==> src/rtl/xor_scr_pkg.sv <==
// rtl/xor_scr_pkg.sv - shared types, constants and keystream helper for the 4-bit descrambler
package xor_scr_pkg;

  localparam int LFSR_W = 7;

  // Feedback taps for x^7 + x^6 + 1 (bit indices into the shift register)
  localparam int TAP_HI = 6;
  localparam int TAP_LO = 5;

  localparam logic [LFSR_W-1:0] DEFAULT_SEED = 7'h7F;

  typedef enum logic {
    IDLE = 1'b0,
    RUN  = 1'b1
  } state_t;

  // {register value after four steps, four key bits with the first step in key[3]}
  typedef struct packed {
    logic [LFSR_W-1:0] next_state;
    logic [3:0]        key;
  } ks_t;

  // Advance the LFSR four steps and collect the generated key bits MSB-first
  function automatic ks_t keystream4(input logic [LFSR_W-1:0] s);
    ks_t               r;
    logic [LFSR_W-1:0] t;
    logic              fb;
    t     = s;
    r.key = '0;
    for (int i = 0; i < 4; i++) begin
      fb         = t[TAP_HI] ^ t[TAP_LO];
      t          = {t[LFSR_W-2:0], fb};
      r.key[3-i] = fb;
    end
    r.next_state = t;
    return r;
  endfunction

endpackage

==> src/rtl/xor_4bits.sv <==
// rtl/xor_4bits.sv - bitwise XOR of two nibbles
module xor_4bits (
  input  logic [3:0] a,
  input  logic [3:0] b,
  output logic [3:0] y
);

  assign y = a ^ b;

endmodule

==> src/rtl/xor_descrambler_4bits.sv <==
// rtl/xor_descrambler_4bits.sv - frame-synchronous LFSR descrambler with one output register stage
module xor_descrambler_4bits #(
  parameter int         FRAME_NIBBLES = 16,
  parameter logic [6:0] DEFAULT_SEED  = xor_scr_pkg::DEFAULT_SEED
) (
  input  logic       clk_i,
  input  logic       rst_i,
  input  logic [6:0] seed_i,
  input  logic [3:0] data_i,
  input  logic       sof_i,
  input  logic       valid_i,
  output logic       ready_o,
  output logic [3:0] data_o,
  output logic       sof_o,
  output logic       eof_o,
  output logic       valid_o,
  input  logic       ready_i,
  output logic       err_o
);

  import xor_scr_pkg::*;

  localparam int               CNT_W    = $clog2(FRAME_NIBBLES + 1);
  localparam logic [CNT_W-1:0] LAST_CNT = CNT_W'(FRAME_NIBBLES);

  state_t              state_q, state_d;
  logic [LFSR_W-1:0]   lfsr_q, lfsr_d;
  logic [CNT_W-1:0]    cnt_q, cnt_d;

  logic                accept;
  logic [LFSR_W-1:0]   seed_eff;
  logic [LFSR_W-1:0]   ks_src;
  ks_t                 ks;
  logic [3:0]          plain;
  logic [CNT_W-1:0]    cnt_inc;

  logic                load;
  logic                sof_d;
  logic                eof_d;
  logic                err_d;

  // The slot is free when empty or when its beat leaves this cycle; never during reset
  assign ready_o = !rst_i && (!valid_o || ready_i);
  assign accept  = valid_i && ready_o;

  // A zero seed would lock the LFSR at zero, so it is replaced
  assign seed_eff = (seed_i == '0) ? DEFAULT_SEED : seed_i;

  // A start-of-frame beat is keyed from the fresh seed, all others from the running register
  assign ks_src  = sof_i ? seed_eff : lfsr_q;
  assign ks      = keystream4(ks_src);
  assign cnt_inc = cnt_q + CNT_W'(1);

  xor_4bits u_xor (
    .a (data_i),
    .b (ks.key),
    .y (plain)
  );

  // Frame tracking: next state, keystream advance, nibble count and error detection
  always_comb begin
    state_d = state_q;
    lfsr_d  = lfsr_q;
    cnt_d   = cnt_q;
    load    = 1'b0;
    sof_d   = 1'b0;
    eof_d   = 1'b0;
    err_d   = 1'b0;
    if (accept) begin
      if (sof_i) begin
        // Fresh frame; a start seen mid-frame abandons the old frame without an eof
        err_d   = (state_q == RUN);
        lfsr_d  = ks.next_state;
        cnt_d   = CNT_W'(1);
        load    = 1'b1;
        sof_d   = 1'b1;
        state_d = RUN;
      end else if (state_q == RUN) begin
        lfsr_d = ks.next_state;
        load   = 1'b1;
        if (cnt_inc == LAST_CNT) begin
          eof_d   = 1'b1;
          cnt_d   = '0;
          state_d = IDLE;
        end else begin
          cnt_d = cnt_inc;
        end
      end else begin
        // Payload outside a frame is discarded
        err_d = 1'b1;
      end
    end
  end

  // Frame state, keystream register and nibble counter
  always_ff @(posedge clk_i) begin
    if (rst_i) begin
      state_q <= IDLE;
      lfsr_q  <= DEFAULT_SEED;
      cnt_q   <= '0;
    end else begin
      state_q <= state_d;
      lfsr_q  <= lfsr_d;
      cnt_q   <= cnt_d;
    end
  end

  // Output stage: load on an accepted beat, empty once downstream takes it, hold while stalled
  always_ff @(posedge clk_i) begin
    if (rst_i) begin
      valid_o <= 1'b0;
      data_o  <= '0;
      sof_o   <= 1'b0;
      eof_o   <= 1'b0;
    end else if (load) begin
      valid_o <= 1'b1;
      data_o  <= plain;
      sof_o   <= sof_d;
      eof_o   <= eof_d;
    end else if (ready_i) begin
      valid_o <= 1'b0;
    end
  end

  // Protocol error pulse, one cycle after the offending beat regardless of downstream
  always_ff @(posedge clk_i) begin
    if (rst_i) begin
      err_o <= 1'b0;
    end else begin
      err_o <= err_d;
    end
  end

endmodule

==> config.mk <==
export PLATFORM = sky130hd
export DESIGN_NAME = xor_descrambler_4bits
export DESIGN_NICKNAME = d
export VERILOG_FILES = /design/src/rtl/xor_scr_pkg.sv /design/src/rtl/xor_4bits.sv /design/src/rtl/xor_descrambler_4bits.sv
export SDC_FILE = /design/constraint.sdc
export NUM_CORES = 1
export LEC_CHECK = 0
export CAP_MARGIN = 40
export CELL_PAD_IN_SITES_DETAIL_PLACEMENT = 1
export CELL_PAD_IN_SITES_GLOBAL_PLACEMENT = 1
export CORE_MARGIN = 4
export CORE_UTILIZATION = 40
export CTS_BUF_LIST = sky130_fd_sc_hd__clkbuf_8
export DETAILED_ROUTE_END_ITERATION = 16
export PLACE_DENSITY_LB_ADDON = 0.08
export SLEW_MARGIN = 0
export SYNTH_ARGS = -nofsm -noshare
export SYNTH_HDL_FRONTEND = slang
export SYNTH_SLANG_ARGS = --single-unit
==> constraint.sdc <==
create_clock -name clk_i -period 2.55 [get_ports clk_i]
set_input_delay 0.51 -clock clk_i [delete_from_list [all_inputs] [get_ports clk_i]]
set_output_delay 0.51 -clock clk_i [all_outputs]
set_load 0.02 [all_outputs]
### Yosys cells after proc, flatten, opt, wreduce, memory -nomap -nowiden

Cells that the tools add are included.

* register bits after elaboration: 21
* output and inout port bits: 9

* $add $sub $neg: 1
* eq/ne operators: 1
* mux-type cells: 23
* bitwise operators: 6
* reductions and logical operators: 10

Operators by type and width (count)
* two-way mux 7 bit: 4
* two-way mux 1 bit: 16
* two-way mux 5 bit: 3
* zero test 7 bit: 1
* adder 5 x 1 -> 5 bit, second input constant: 1
* == test 5 bit, second input constant: 1
* nonzero test 2 bit: 2
* bitwise XOR 1 bit: 4
* bitwise XOR 4 bit: 1
* logical AND 1 bit: 2
* zero test 1 bit: 2
* AND reduction 2 bit: 1
* OR reduction 2 bit: 1
* logical OR 1 bit: 1
* NOT 1 bit: 1

### Logic depth before layout (Yosys ltp)

Gate-level depths: netlist (run 1).

* word-level depth: 6
* mapped depth: 7
* depth with buffers taken out: 6

### By module

Synthesis (run 1) repeated with hierarchy kept, for this count alone.

* cell total of the unflattened synthesis: 130
* area, all modules: 1104.8 um^2

Modules (own cells, without submodules)
* xor_descrambler_4bits: instances 1, cells an instance 126, area each 1069.8 um^2, seq. area each 420.4 um^2
* xor_4bits: instances 1, cells an instance 4, area each 35.0 um^2, seq. area each 0.0 um^2

### Worst setup path before layout (run 1)

OpenSTA, ideal clock, no wires.

* kind: in2reg
* start: in sof_i
* end: reg cnt_q[3]
* library setup time: 0.070 ns
* data arrival time: 1.830 ns
* required time: 2.480 ns
* slack: 0.649 ns
* stages on the path: 6
* buffers on the path: 0
* path through: inv_2 ha_1 nand2b_1 or3_4 or4_1 a21oi_1

* longest elaborated chain between the ends: 2
* elaborated cells between the ends (all ways): 3
* classes of those cells: mux (1); reduce/logical (2)

RTL lines
* start, declared: RTL line xor_descrambler_4bits.sv:10 `input logic sof_i,`
* nonzero test 2 bit (no line)
* AND reduction 2 bit (no line)
* end signal, assigned: RTL line xor_descrambler_4bits.sv:104 `cnt_q <= cnt_d;`
* end, declared: RTL line xor_descrambler_4bits.sv:28 `logic [CNT_W-1:0] cnt_q, cnt_d;`

Parallel ways exist; a longest one is shown, timed or not.
A chain may end at the register's enable or synchronous reset.

### Worst setup path in the final report (run 1)

* start: in ready_i
* end: out ready_o

* longest elaborated chain between the ends: 2

RTL lines
* start, declared: RTL line xor_descrambler_4bits.sv:17 `input logic ready_i,`
* logical OR 1 bit: RTL line xor_descrambler_4bits.sv:43 `assign ready_o = !rst_i && (!valid_o || ready_i);`
* logical AND 1 bit: RTL line xor_descrambler_4bits.sv:43
* end, declared: RTL line xor_descrambler_4bits.sv:12 `output logic ready_o,`

No other way between the ends.

==> results.json, run 1 <==
{
  "status": "finished clean",
  "power_density_mw_per_mm2": 530,
  "cap_violations": 0,
  "drc": 0,
  "grt_pass1_wl_um": 4830,
  "grt_busiest_layer": "met2",
  "ys_ff_latch": 21,
  "start_kind": "primary input",
  "grtUsageMet2": 0.328,
  "vias": 993,
  "fin_nets": 168,
  "n_fill_cell": 306,
  "setup_viol": 0,
  "synth_edf_count": 0,
  "cts_max_level": 1,
  "postCtsResizedCells": 0,
  "p_leak_nw": 0.512,
  "yosysWarnings": 0,
  "die_h_um": 59.6,
  "max-slew-margin-rel": 0.766,
  "grt_antenna_before_repair": 0,
  "routed_wl_um": 2880,
  "path_common_cell": "clkdlybuf4s50_1",
  "synth.area.top_cells": "dfxtp_1 (39%), xnor2_1 (8.2%), mux2i_1 (6.6%)",
  "place_hpwl_um": 2220,
  "cts_made_buffers": 3,
  "syn_area_mm2": 0.00107,
  "internal_power_mw": 0.538,
  "areaGrowthSynthToFinish_pct": 31.3,
  "pwr-share-clk": 0.294,
  "grt_usage": 0.181,
  "swShare": 0.276,
  "gp_congestion": 0.746,
  "routed_via_density": 5.55,
  "diodes": 0,
  "avgSynthCellArea_um2": 8.81,
  "p_comb_frac": 0.221,
  "ant_nets": 0,
  "grt_max_degree": 18,
  "synth.top_cell.area_share": 0.394,
  "crit_path_end_kind": "output port",
  "post-synth-top-count-cell": "dfxtp_1",
  "cts-root-buf": "clkbuf_8",
  "placementRows": 18,
  "syn_inst": 121,
  "clk_latency_ps": 260,
  "min_path_type": "register to register",
  "switchingPower_mw": 0.205,
  "fin_crit_sh": 0.914,
  "slowest_stage": "clkdlybuf4s50_1",
  "portBuffers": 24,
  "seqPwrFrac": 0.486,
  "clkTransAtPathRegs_ps": 80,
  "coreArea_mm2": 0.00250,
  "clock_path_buffers": 2,
  "rsz0062_at_grt": "no",
  "drv_slew": 0,
  "clock_sinks": 21,
  "crit_type": "primary input to output port",
  "netlist_top_cells_count": "dfxtp_1 (21), nand2_1 (10), xnor2_1 (10)",
  "die_w_um": 59.6,
  "async_reset_ff_frac": 0,
  "dp_cells": 175,
  "use_met1": 0.210,
  "crit_chain": "clkdlybuf4s50_1, nor2b_1, nor2_1, clkdlybuf4s50_1",
  "finalHoldViolations": 0,
  "worstPathRequired_ps": 2040,
  "cts_tree": "built",
  "cts_setup_buffers": 0,
  "layout-drive-gt1-share": 0.0805,
  "synth_ff_type": "dfxtp_1",
  "max_clock_freq_ghz": 0.429,
  "grt_use_met3": 0.0327,
  "peakVddDrop_mv": 0.301,
  "finalCriticalPeriod_ps": 2330,
  "synth_fp_nets": 139,
  "cp_max_fo": 3,
  "arrival_ps": 1820,
  "ys_types": 34,
  "wl_per_cell_um": 16.1,
  "postCtsHoldBufs": 0,
  "grt_pass1_vias": 1069,
  "finClkSkew_ps": 2.95,
  "gr-total-overflow": 0,
  "synth_top_area_cell": "dfxtp_1",
  "slowest_delay_ps": 640,
  "initialDrtViolationCount": 16,
  "start_util": 0.426,
  "fin_cells": 179,
  "die_area_mm2": 0.00356,
  "setup_tns_ps": 0,
  "boundaryPins": 25,
  "worst_slew_pin_slew_ps": 347,
  "firstDrtPassIters": 4,
  "synth_seq_area_share": 0.394
}
per-stage QoR:
step | hold slack (ps) | power (mW) | instance area (µm²) | util | setup slack [ps]
after floorplan | 436 | 0.459 | 1070 | - | 649
after global placement | 452 | 0.528 | 1350 | 0.542 | 152
after detailed placement | 459 | 0.533 | 1350 | 0.542 | 110
after CTS | 481 | 0.750 | 1400 | 0.560 | 192
after global routing | 499 | 0.780 | 1400 | 0.560 | 131
final | 476 | 0.743 | 1400 | 0.560 | 219
cells by family after synthesis:
logic type | Yosys count | share of synthesized area
fa+ha+maj | 2 | 0.0235
flops | 21 | 0.394
simple gates | 35 | 0.168
mux | 7 | 0.0657
buf+inv | 11 | 0.0469
xor+xnor | 12 | 0.0986
compound gates | 33 | 0.203
power groups by stage:
stage	Combinational, mW	Sequential [mW]	Clock (mW)
after floorplan	0.0845	0.375	0
after global placement	0.160	0.367	0
after detailed placement	0.165	0.368	0
after CTS	0.167	0.361	0.223
after global routing	0.183	0.363	0.234
final	0.164	0.361	0.218
area by class of cell:
type | instances | area [µm²] | share of cell area
clock inverter | 1 | 5.00 | 0.00357
tap | 30 | 37.5 | 0.0268
timing repair buffer | 29 | 278 | 0.198
multi-input combinational | 89 | 596 | 0.425
inverter | 6 | 22.5 | 0.0161
sequential | 21 | 420 | 0.300
clock buffer | 3 | 41.3 | 0.0295
sequential cells by signal, indices dropped and copies added, names as in the netlist:
register and flops:
eof_o 1, data_o 4, state_q 1, cnt_q 5
valid_o 1, sof_o 1, err_o 1, lfsr_q 7
routing by layer:
| layer | part of all wire | vias up | routed length [µm] |
|---|---|---|---|
| met5 | 0 | - | 0 |
| met4 | 0.020 | 0 | 58 |
| met3 | 0.035 | 6 | 101 |
| met2 | 0.51 | 25 | 1450 |
| met1 | 0.44 | 471 | 1260 |
| li1 | - | 491 | - |
layout by cell type (no fill, tap or decap):
cell / n
a211oi_1: 4
a21oi_1: 9
a22o_1: 1
a31oi_1: 1
a32o_1: 2
a32oi_1: 1
and2_1: 1
buf_4: 5
clkbuf_8: 3
clkdlybuf4s50_1: 24
clkinv_2: 1
dfxtp_1: 21
ha_1: 2
inv_1: 5
inv_2: 1
mux2i_1: 7
nand2_1: 10
nand2b_1: 3
nand3_1: 3
nand4_1: 1
nand4b_1: 1
nor2_1: 9
nor2b_1: 2
nor3_1: 2
o211ai_1: 1
o21ai_0: 8
o21bai_1: 1
o2bb2ai_1: 1
o311ai_0: 3
o31ai_1: 1
or3_4: 1
or4_1: 1
or4_4: 1
xnor2_1: 10
xor2_1: 2
critical path, delay by kind of cell:
kind	cells	cell delay, ps
buffers and inverters	2	1120
AND/OR/NAND/NOR	2	190
final timing paths:
path,start,to,slack (ps),depth (start not counted)
worst max-delay path,ready_i,ready_o,220,4
worst min-delay path,sof_o$_SDFFE_PP0P_,sof_o$_SDFFE_PP0P_,480,2
worst min register to register,sof_o$_SDFFE_PP0P_,sof_o$_SDFFE_PP0P_,480,2
worst max register to register,state_q$_SDFFE_PP0N_,cnt_q[3]$_SDFFE_PP0P_,800,6
Note: power is estimated with default switching activity, not from simulation.
==> run 2, diff against run 1 <==
- CORE_UTILIZATION: 40 -> 41
- SYNTH_HIERARCHICAL: default -> 1
==> run 2 against run 1 <==
Effect of this change:
- critical path depth unchanged
- clock power decreased by 2%
- sequential power decreased by 1%
- combinational power decreased by 8%
- via count increased by 3.7%
- non-clock buffer count increased by 5
- largest power group unchanged
- highest routed layer unchanged
==> results.json, run 2 <==
{
  "wl_per_cell_um": 15.5,
  "fin_crit_sh": 0.932,
  "clock_sinks": 21,
  "netlist_top_cells_count": "dfxtp_1 (21), nand2_1 (18), a21oi_1 (16)",
  "max-slew-margin-rel": 0.711,
  "fin_ws_ps": 174,
  "p_leak_nw": 0.546,
  "highest_layer": "met4",
  "syn_inst": 130,
  "post-synth-top-count-cell": "dfxtp_1",
  "die_area_mm2": 0.00359,
  "pre_cts_ws_ps": -8.89,
  "gr-total-overflow": 0,
  "finish.utilization": 0.581,
  "peakVddDrop_mv": 0.331,
  "reg.largest.list": "lfsr_q (7), cnt_q (5), data_o (4)",
  "gp_congestion": 0.704,
  "grt_pass1_wl_um": 4910,
  "drt-met1-wl_um": 1340,
  "finalHoldViolations": 0,
  "layout_commonest_cell": "clkdlybuf4s50_1",
  "async_reset_ff_frac": 0,
  "drv_slew": 0,
  "regArea_um2": 420,
  "worst_slew_pin_slew_ps": 432,
  "rsz0062_at_grt": "no",
  "min_path_type": "register to register",
  "synth_ff_type": "dfxtp_1",
  "clkTransAtPathRegs_ps": 80,
  "avgSynthCellArea_um2": 8.50,
  "diodes": 0,
  "worstPathRequired_ps": 2040,
  "cts_max_level": 1,
  "crit_path_end_kind": "output port",
  "place_hpwl_um": 2200,
  "cts_setup_buffers": 0,
  "die_w_um": 59.9,
  "cp_max_fo": 4,
  "grt_max_degree": 21,
  "synth_top_area_cell": "dfxtp_1",
  "yosysWarnings": 6,
  "setup_viol": 0,
  "n_fill_cell": 316,
  "clock_path_buffers": 2,
  "firstDrtPassIters": 4,
  "synth.top_cell.area_share": 0.381,
  "grt_pass1_vias": 1082,
  "boundaryPins": 25,
  "crit_type": "primary input to output port",
  "power_density_mw_per_mm2": 492,
  "synth_fp_nets": 148,
  "ys_types": 37,
  "ys_ff_latch": 21,
  "cap_violations": 0,
  "finalPower_mw": 0.721,
  "start_kind": "primary input",
  "ff2ff_path_depth": 5,
  "largest_reg_flops": 7,
  "cts_made_buffers": 3,
  "postCtsHoldBufs": 0,
  "cts-root-buf": "clkbuf_8",
  "coreArea_mm2": 0.00252,
  "grt_usage": 0.182,
  "final_cell_mix": "clkdlybuf4s50_1 (24), dfxtp_1 (21), nand2_1 (18)",
  "initialDrtViolationCount": 13,
  "largest-register": "lfsr_q",
  "routed_via_density": 5.42,
  "ant_nets": 0,
  "finalCriticalPeriod_ps": 2380,
  "arrival_ps": 1870,
  "areaGrowthSynthToFinish_pct": 32.7,
  "syn_area_mm2": 0.00110,
  "clk_latency_ps": 250,
  "synth_seq_area_share": 0.381,
  "routed_wl_um": 2940,
  "finClkSkew_ps": 1.08,
  "met3RoutedLength_um": 114,
  "met2WireLength_um": 1450,
  "fin_nets": 179,
  "fin_cells": 190,
  "grt_antenna_before_repair": 0,
  "synth_edf_count": 0,
  "dp_cells": 186,
  "layout-drive-gt1-share": 0.138,
  "start_util": 0.438,
  "portBuffers": 24,
  "die_h_um": 59.9,
  "cts_tree": "built",
  "status": "finished clean",
  "vias": 1030,
  "placementRows": 18,
  "max_clock_freq_ghz": 0.421,
  "multi_input_area_um2": 637,
  "synth.area.top_cells": "dfxtp_1 (38%), a21oi_1 (7.2%), xor2_1 (6.3%)",
  "drc": 0,
  "holdPathStages": 2
}
[run 2: cell types whose count changed in the layout (fill, tap and decap cells not counted), moves of 2 or more]
cell      delta
nand3b_1     +2
buf_4        +5
nand2_1      +8
o211a_1      +2
a21oi_1      +7
nor2_1       -2
or3_1        +4
a21bo_2      +4
xnor2_1      -6
nand2b_1     -3
xor2_1       +6
o311ai_0     -3
mux2i_1      -7
a211oi_1     -3
[run 2: final timing paths]
| check | startpoint | slack [ps] | end |
|---|---|---|---|
| max | ready_i | 170 | ready_o |
| min | data_o[0]$_SDFFE_PP0P_ | 460 | data_o[0]$_SDFFE_PP0P_ |
| max reg2reg | state_q$_SDFFE_PP0N_ | 680 | cnt_q[3]$_SDFFE_PP0P_ |
| min reg2reg | data_o[0]$_SDFFE_PP0P_ | 460 | data_o[0]$_SDFFE_PP0P_ |
[run 2: where the power goes]
part / switching, mW / total, mW / internal [mW]
clock network: 0.106 / 0.213 / 0.107
registers: 0.0127 / 0.357 / 0.344
logic: 0.0733 / 0.151 / 0.0781
total: 0.192 / 0.721 / 0.529
[run 2: kinds of logic after synthesis]
logic type	count (synthesis)	synth area share
simple gates	46	0.227
fa+ha+maj	2	0.0226
compound gates	38	0.230
buf+inv	11	0.0453
flops	21	0.381
xor+xnor	12	0.0951
[run 2: worst max-delay path, cell delays in order]
cell and delay, ps:
clkdlybuf4s50_1 500, nor2b_4 60, nor2_2 160, clkdlybuf4s50_1 640
[run 2: repair_timing]
item                                   in CTS  in global routing
gates resized for setup                     0                  1
setup endpoints to repair                   0                  1
endpoints found under the hold margin       0                  0
[run 2: final cells by class]
cell class                      count  area share
Clock buffer                        3      0.0282
Clock inverter                      1     0.00256
Inverter                            3     0.00768
Multi-Input combinational cell     98       0.434
Sequential cell                    21       0.287
Tap cell                           30      0.0256
Timing Repair Buffer               34       0.215
[run 2: metrics by stage]
| step | cell area [µm²] | hold slack (ps) | TNS [ps] |
|---|---|---|---|
| 2_1_floorplan | 1100 | 458 | 0 |
| 3_3_place_gp | 1420 | 442 | 0 |
| 3_5_place_dp | 1420 | 454 | -8.89 |
| 4_1_cts | 1460 | 465 | 0 |
| 5_1_grt | 1470 | 492 | 0 |
| 6_report | 1470 | 461 | 0 |
[run 2: routing by layer]
metal,vias to the layer above,GRT usage
met5,-,0
met3,4,0.0367
met4,0,0.0665
met2,23,0.318
met1,486,0.218
li1,517,-
==> run 3, diff against run 2 <==
- CAP_MARGIN: 40 -> default
- GPL_ROUTABILITY_DRIVEN: default -> 1
==> results of run 3 <==
Same layout as run 2: the final DEF is identical, and so are final timing and power.
==> RTL change (settings of run 1) <==
Register the output `err_o` once more, cleared by the reset; this adds one clock of latency there. The other outputs are not delayed to match.
--- a/src/rtl/xor_descrambler_4bits.sv
+++ b/src/rtl/xor_descrambler_4bits.sv
@@ -24,2 +24,4 @@
   localparam logic [CNT_W-1:0] LAST_CNT = CNT_W'(FRAME_NIBBLES);
+
+  logic err_s0;
 
@@ -127,5 +129,13 @@
     if (rst_i) begin
-      err_o <= 1'b0;
+      err_s0 <= 1'b0;
     end else begin
-      err_o <= err_d;
+      err_s0 <= err_d;
+    end
+  end
+
+  always_ff @(posedge clk_i) begin
+    if (rst_i) begin
+      err_o <= '0;
+    end else begin
+      err_o <= err_s0;
     end
Check against the original RTL: not equivalent (Yosys sat finds a counterexample within 4 cycles, from zero or initial values and one cycle with rst_i high).
==> RTL change against run 1 <==
Combinational power down 3%. Sequential cell count up 1. Routed wire length is 2.7% lower. Sequential share of layout area about the same. Synthesized area is 5.2% higher. Sequential power rose by 4%. Setup slack better by 0.048 ns. Die area is 4.5% higher. Cell area is 4.6% higher. Hold slack worse by 0.017 ns. Total power increased by 0.48%. Critical path type unchanged. Largest cell class unchanged. Largest power group unchanged.
==> RTL change: results (changes against run 1) <==
stage;metric;value;unit;change
critical_path;CP max stage delay;0.61;ns;-0.03 ns
global_route;GRT Util Overall;17.1;%;-1.1 points
route;First DRT Iteration DRCs;13;;-3
logic_synthesis;synth unique cells;37;;+8.8%
sta;Worst-Margin Slew;0.362;ns;+0.0150 ns
logic_synthesis;Compound-Gate Fraction of Synth Area;22.7;%;+2.4 points
critical_path;flop2flop setup slack;0.92;ns;+0.12 ns
place;post-detail-place hpwl;2.17;mm;-2.3%
logic_synthesis;xor and xnor area share after synthesis;9.38;%;-0.48 points
logic_synthesis;Seq/Total Area, Yosys;39.3;%;-0.15 points
critical_path;reg2reg path depth;7;;+1
cells_and_area;Top Registers;lfsr_q: 7 flops, cnt_q: 5 flops, data_o: 4 flops;;
route;wire length per cell;15.4;µm;-4.3%
critical_path;worst-path maximum fanout;2;;-1
power;Max VDD drop;0.370;mV;+23%
global_route;met1 usage;17.5;%;-3.5 points
sta;Worst Clk Skew;0.00393;ns;+0.000974 ns
route;met1 WL;1.14;mm;-9.9%
status;status;complete, no violations;;
route;Met2 Wirelength;1.52;mm;+4.3%
logic_synthesis;ys flop type;dfxtp_1;;
place;GPL Wtd Cong;0.736;;-1.4%
power;leakage;0.000526;µW;+2.8%
critical_path;reg2reg end;data_o[3]$_SDFFE_PP0P_;;
global_route;GR Util met3;4.47;%;+1.2 points
sta;max frequency;438;MHz;+2.1%
critical_path;WP data arrival;1.77;ns;-0.05 ns
logic_synthesis;Post-synth top cells;22 x dfxtp_1, 10 x a21oi_1, 9 x nor2_1, 9 x xnor2_1, 8 x nand2_1;;
logic_synthesis;multiplexer share of the synthesized area;3.57;%;-3.0 points
global_route;M2 GR Usage;31.8;%;-1.0 points
global_route;number of global-route vias before repair;1059;;-0.94%
logic_synthesis;syn nets;142;;+2.2%
route;Via density;5.55;;about the same
global_route;largest net degree at the start of global routing;25;;+7
route;DR WL met3;129;µm;+28%
critical_path;CP endpoint;ready_o;;
logic_synthesis;Post-Synth Adder-Cell Area;2.23;%;-0.12 points
cells_and_area;nets;172;;+2.4%
## RTL change: cell count changes after synthesis, moves of 2 or more
cell and change:
o21ai_1 +3, and2_1 +2, o21ai_0 -5, o311ai_1 +3, o21ai_2 +3, nand2_1 -2
o311ai_0 -3, a32o_1 -2, mux2i_1 -3, nand3b_1 +2, a211o_1 +4
## RTL change: power breakdown
group,internal (µW),switching [µW]
clock network,105,108
registers,361,13.3
logic,81.7,77.4
total,548,199
## RTL change: layout make-up
cell class | count | area share, %
Multi-Input combinational cell | 92 | 43.8
Sequential cell | 22 | 30.1
Timing Repair Buffer | 30 | 19.5
Clock buffer | 3 | 2.82
Tap cell | 30 | 2.56
Inverter | 5 | 1.28
## RTL change: how the worst min path moves through the flow
stage | slack, ns | to | cells past startpoint | start
after floorplan | 0.41 | err_o$_SDFF_PP0_ | 1 | err_s0$_SDFF_PP0_
final | 0.46 | data_o[2]$_SDFFE_PP0P_ | 2 | data_o[2]$_SDFFE_PP0P_
after global placement | 0.43 | err_o$_SDFF_PP0_ | 1 | err_s0$_SDFF_PP0_
after global routing | 0.48 | err_o$_SDFF_PP0_ | 1 | err_s0$_SDFF_PP0_
after detailed placement | 0.45 | data_o[2]$_SDFFE_PP0P_ | 2 | data_o[2]$_SDFFE_PP0P_
after CTS | 0.46 | data_o[2]$_SDFFE_PP0P_ | 2 | data_o[2]$_SDFFE_PP0P_
## RTL change: through the flow
step | setup slack (ns) | util (%) | instance area (µm²) | hold slack [ns] | std cells
floorplan | 0.775 | - | 1120 | 0.414 | 124
global placement | 0.278 | 55.5 | 1420 | 0.430 | 179
detailed placement | 0.238 | 55.5 | 1420 | 0.446 | 179
CTS | 0.271 | 57.1 | 1470 | 0.464 | 182
global route | 0.235 | 57.1 | 1470 | 0.478 | 182
finish | 0.267 | 57.1 | 1470 | 0.460 | 182
